**src/rtl/nbit_sixtyfour_way_demux_reg.sv**
```systemverilog
// nbit_sixtyfour_way_demux_reg: 64-slot register bank written through a 1:64 demux, with a fill/hold handshake.
// Define DEMUX64_AUTOINC_EN to enable the auto-incrementing internal write pointer.
module nbit_sixtyfour_way_demux_reg #(
    parameter int N = 1
) (
    input  logic            clk,
    input  logic            rst,
    input  logic [N-1:0]    D,
    input  logic [5:0]      S,
    input  logic            auto,
    input  logic            in_valid,
    output logic            in_ready,
    input  logic            release_i,
    output logic [64*N-1:0] F,
    output logic [63:0]     vmask,
    output logic            full,
    output logic [5:0]      wr_ptr
);
    typedef enum logic {FILL = 1'b0, HOLD = 1'b1} state_e;

    state_e             state_q, state_d;
    logic [63:0][N-1:0] slot_q, slot_d;
    logic [63:0]        vmask_q, vmask_d;
    logic [5:0]         ptr_q, ptr_d;
    logic [5:0]         idx;
    logic               accept;

`ifdef DEMUX64_AUTOINC_EN
    assign idx = auto ? ptr_q : S;
`else
    logic unused_auto;
    assign unused_auto = auto;
    assign idx         = S;
`endif

    assign accept = in_valid && (state_q == FILL) && !release_i;

    // release beats a same-cycle write; slot data survives a release.
    always_comb begin
        state_d = state_q;
        slot_d  = slot_q;
        vmask_d = vmask_q;
        ptr_d   = ptr_q;
        if (release_i) begin
            vmask_d = '0;
            ptr_d   = '0;
            state_d = FILL;
        end else if (accept) begin
            slot_d[idx]  = D;
            vmask_d[idx] = 1'b1;
`ifdef DEMUX64_AUTOINC_EN
            if (auto) ptr_d = ptr_q + 6'd1;
`endif
            if (&vmask_d) state_d = HOLD;
        end
    end

    always_ff @(posedge clk) begin
        if (rst) begin
            state_q <= FILL;
            slot_q  <= '0;
            vmask_q <= '0;
            ptr_q   <= '0;
        end else begin
            state_q <= state_d;
            slot_q  <= slot_d;
            vmask_q <= vmask_d;
            ptr_q   <= ptr_d;
        end
    end

    assign F        = slot_q;
    assign vmask    = vmask_q;
    assign full     = (state_q == HOLD);
    assign in_ready = (state_q == FILL);
    assign wr_ptr   = ptr_q;
endmodule

```
**config.mk**
```make
export PLATFORM = sky130hd
export DESIGN_NAME = nbit_sixtyfour_way_demux_reg
export DESIGN_NICKNAME = d
export VERILOG_FILES = /design/src/rtl/nbit_sixtyfour_way_demux_reg.sv
export SDC_FILE = /design/constraint.sdc
export NUM_CORES = 1
export LEC_CHECK = 0
export CAP_MARGIN = 25
export CORE_AREA = 2 2 126 128
export CTS_CLUSTER_DIAMETER = 60
export DETAILED_ROUTE_END_ITERATION = 7
export DIE_AREA = 0 0 128 130
export SETUP_SLACK_MARGIN = 0.3
export SLEW_MARGIN = 20
export SYNTH_ARGS = -nofsm -noshare
export SYNTH_HDL_FRONTEND = slang
export SYNTH_SLANG_ARGS = --single-unit
```
**constraint.sdc**
```tcl
create_clock -name clk -period 2.1 [get_ports clk]
set_input_delay 0.315 -clock clk [delete_from_list [all_inputs] [get_ports clk]]
set_output_delay 0.315 -clock clk [all_outputs]
set_load 0.01 [all_outputs]
```
==> implementation parameters <==
Parameter                              Value

Pwr
  Overall power after layout    5.856 mW
  Reg power frac    0.419
  Maximum ir drop on the vdd rail    around 0.51 mV
  Switching Power    1.392 mW
  Combinational power share    0.071
  Pleak    around 3.1 nW
  Internal    4.464 mW
  Portion of total power attributed to the clock network    0.510
  Power density relative to cell area    682.1 mW/mm2
  Switching Fraction    0.2378

Die
  Core outline area    0.01542 mm2
  Standard-cell row count    between 40 and 50
  Initial Util    0.3417
  Floorplan die area    0.01664 mm2
  Height of the die    130 um
  Top-level port count    roughly 150
  Die Span X    128 um

Worst setup path
  Data required time of the critical path    approximately 2.5 ns
  Highest cell delay on the worst timing path    0.41 ns
  Type of destination of the critical path    flip-flop
  Most prevalent standard cell on the critical path    buf_6
  Critical path cell sequence    buf_6 -> buf_12 -> buf_6 -> nor3_4 -> buf_6 -> a21oi_4 -> nor4_4 -> buf_4 -> nand4_1 -> or4_1 -> o21ai_1
  Launching instance or port of the critical path    S[2]
  Worst reg2reg path endpoint    full$_SDFFE_PP0P_
  R2R setup slack    around 0.35 ns
  Data arrival time at the worst-slack endpoint    2.22 ns
  Critical path buffer and inverter count    5
  Slowest stage cell on the critical path    or4_1
  RR Startpoint    full$_SDFFE_PP0P_
  Peak fanout along the critical path    7
  R2r worst-path depth    6
  Cell class contributing the biggest share of worst-path delay    simple AND/OR/NAND/NOR gates
  Nature of the critical path startpoint    primary input
  Kind of critical path    in -> reg

STA
  Clock Skew    ~0.0076 ns
  TNS Setup    0 ns
  Fin. max-slew vios    0
  Setup repair after global routing missed its margin    yes
  Setup Viol. Count Final    0
  Worst relative slew slack    0.5138
  Max Freq    ~540 MHz
  Final cycle utilization of the critical path    0.8887
  Shortest clock period the worst path allows after layout    around 1.9 ns
  Transition time at the pin with the least slew margin    0.7293 ns
  Number of hold violations in the final report    0

Clock network
  Maximum clock insertion buffer count    2
  Count of clock tree sinks    approximately 130
  Hold buffers post-CTS    0
  Clock tree root buffer cell    clkbuf_16
  TritonCTS clock tree    done
  Depth of the CTS H-tree    4
  Num CTS Buffers    17
  Clock transition at path regs    0.06 ns
  Latest clock arrival within the worst-skew pair    about 0.42 ns

Placement
  Final weighted congestion in routability-driven placement    0.8995
  Number of instances in the placed design    1003
  Detailed-placement wirelength estimate    between 10000 and 15000 um
  IO Port Bufs    140

Yosys
  Ys Warns    0
  Post-synthesis xor/xnor area fraction    0
  Sequential element share of the synthesized area    0.4900
  FF+latch count, synth    roughly 130
  Number of enable flip-flop cells after synthesis    0
  Synth Area in Simple Gates    0.1781
  Cell count after synthesis    slightly above 600
  Proportion of synthesized flip-flops having asynchronous set or reset    0
  Area share of fa/ha/maj cells after synthesis    0
  Top_reg_cell synth    dfxtp_1
  Distinct cell type count of the synthesized netlist    31
  Avg Cell Area, Syn    8.569 um2
  Mapped Area    0.005270 mm2
  Multiplexer share of the synthesized area    0.03039
  Largest family of logic cells by synthesized area    compound AO/OA/AOI/OAI gates
  Synthesized-area fraction occupied by ao, oa, aoi and oai cells    0.2441

Finish
  Non-filler instance count after layout    around 1100
  Fraction of layout cells with a size suffix above 1    0.2443
  Net total in the final layout    871
  Number of fill cells    1431
  Diode insertion count for antenna repair    0
  Layout Area Growth over Synthesis    62.92%

Flow run
  Number of maximum-capacitance violations    0

Detailed routing
  First-pass DRT Iterations    7
  Post-DR vias/cell    slightly above 5
  Antenna viol nets, final    0
  Number of design rule violations left after detail routing    0
  Total Routed Length    19810 um
  Via total after detailed routing    5453
  First-iteration detailed-routing DRC count    322
  Avg WL per Cell    18.62 um

GRT
  Wire length of the first global-routing pass    29690 um
  Largest net degree at the start of global routing    between 60 and 70
  Grt ovf    0
  Initial antenna violation count    0
  Via count of the first global-routing pass    5156
  Total GRT Usage    0.2380

Run status
  Result of the run    completed

Worst hold path
  Count of cells along the worst hold path    3
  Launch point of the worst hold path    D
  Worst hold path type    in -> reg
  Endpoint, Worst Hold    F[41]$_SDFFE_PP0P_
-- kinds of logic (layout without fill, tap and decap cells) --
group	count (synthesis)	after routing
multiplexers	16	16
AND/OR/NAND/NOR	188	188
flip-flops	129	129
other	1	6
AO/OA/AOI/OAI	225	225
buffers and inverters	56	308
-- final cells by class --
type / count / area [um2] / area share
repair buffers: 275 / 2610 / 0.3040
clock buffers: 19 / 452.9 / 0.05275
flip-flops and latches: 129 / 2582 / 0.3008
inverters: 1 / 3.754 / 0.0004372
multi-input cells: 435 / 2545 / 0.2964
well taps: 192 / 240.2 / 0.02798
clock inverters: 13 / 151.4 / 0.01763
-- state kept, by name, indices dropped and copies added (netlist names) --
register and flops:
full 1, F 64, vmask 64
-- cells in the final DEF (no fill, tap or decap), drive strengths merged --
master,Yosys,layout
buf,20,141
clkdlybuf4s50,0,131
dfxtp,129,129
a21oi,112,112
nor2,83,83
o21a,64,64
nand2,60,60
o21ai,49,49
clkbuf,35,21
mux2i,16,16
nor4,15,15
nor3b,7,7
conb,1,6
and3b,6,6
inv,1,5
clkinv,0,4
nand3b,3,3
nand4,3,3
clkinvlp,0,3
nor3,3,3
or3b,2,2
nand3,2,2
bufinv,0,2
and3,2,2
or3,1,1
or4,1,1
dlygate4sd2,0,1
-- synthesized netlist by cell type (2+ instances only) --
library cell    n  area, um2
o21a_1         64      480.5
and3b_1         4      35.03
nand3_1         2      10.01
nor3b_4         6      112.6
mux2i_1        16      160.2
nand2_1        60      225.2
buf_2           6      30.03
dfxtp_1       129       2582
nand4_1         3      18.77
buf_6           6      67.56
or3b_2          2      17.52
and3_1          2      12.51
and3b_2         2      20.02
clkbuf_1       34      127.6
nor2_1         83      311.6
o21ai_0        48      240.2
nor4_1         15      93.84
a21oi_1       112      560.5
nand3b_1        3      22.52
buf_4           7      52.55
-- power by group through the flow --
stage	sequential, mW	combinational (mW)	clock (mW)
2_1_floorplan	2.51	0.187	0
3_3_place_gp	2.51	0.347	0
3_5_place_dp	2.51	0.348	0
4_1_cts	2.46	0.380	3.03
5_1_grt	2.45	0.439	3.14
6_report	2.46	0.414	2.99
-- through the flow --
step	setup slack, ns	utilization	area [um2]	hold WS [ns]
2_1_floorplan	0.2271	-	5308	0.4983
4_1_cts	0.2705	0.5412	8348	0.3886
6_report	0.2336	0.5566	8586	0.4085
3_5_place_dp	-0.7581	0.4897	7553	0.4681
5_1_grt	0.1917	0.5566	8586	0.4300
3_3_place_gp	-0.6990	0.4897	7553	0.4609
-- worst min-delay path, cell delays in order --
cell and delay, ns:
buf_2 0.27, nand2_1 0.12, a21oi_1 0.05
-- routing by layer --
layer / track usage / vias up / wire [um]
met5: 0 / - / 0
met1: 0.3099 / 2622 / 8852
met2: 0.4045 / 170 / 9766
li1: - / 2636 / -
met4: 0.08403 / 0 / 358
met3: 0.03608 / 25 / 835
-- worst max path at each step --
| stage | end | slack (ns) | cells past startpoint |
|---|---|---|---|
| floorplan | full$_SDFFE_PP0P_ | 0.23 | 7 |
| global placement | full$_SDFFE_PP0P_ | -0.70 | 10 |
| detailed placement | full$_SDFFE_PP0P_ | -0.76 | 10 |
| CTS | full | 0.27 | 2 |
| global route | full$_SDFFE_PP0P_ | 0.19 | 11 |
| finish | full$_SDFFE_PP0P_ | 0.23 | 11 |
-- what timing repair did --
action / CTS / global route
pin swaps: 18 / 22
hold endpoints to repair: 0 / 0
setup buffers: 14 / 14
gates resized for setup: 39 / 31
gates cloned: 1 / 0
setup endpoints to repair: 19 / 2
(Power assumes the default switching activity.)
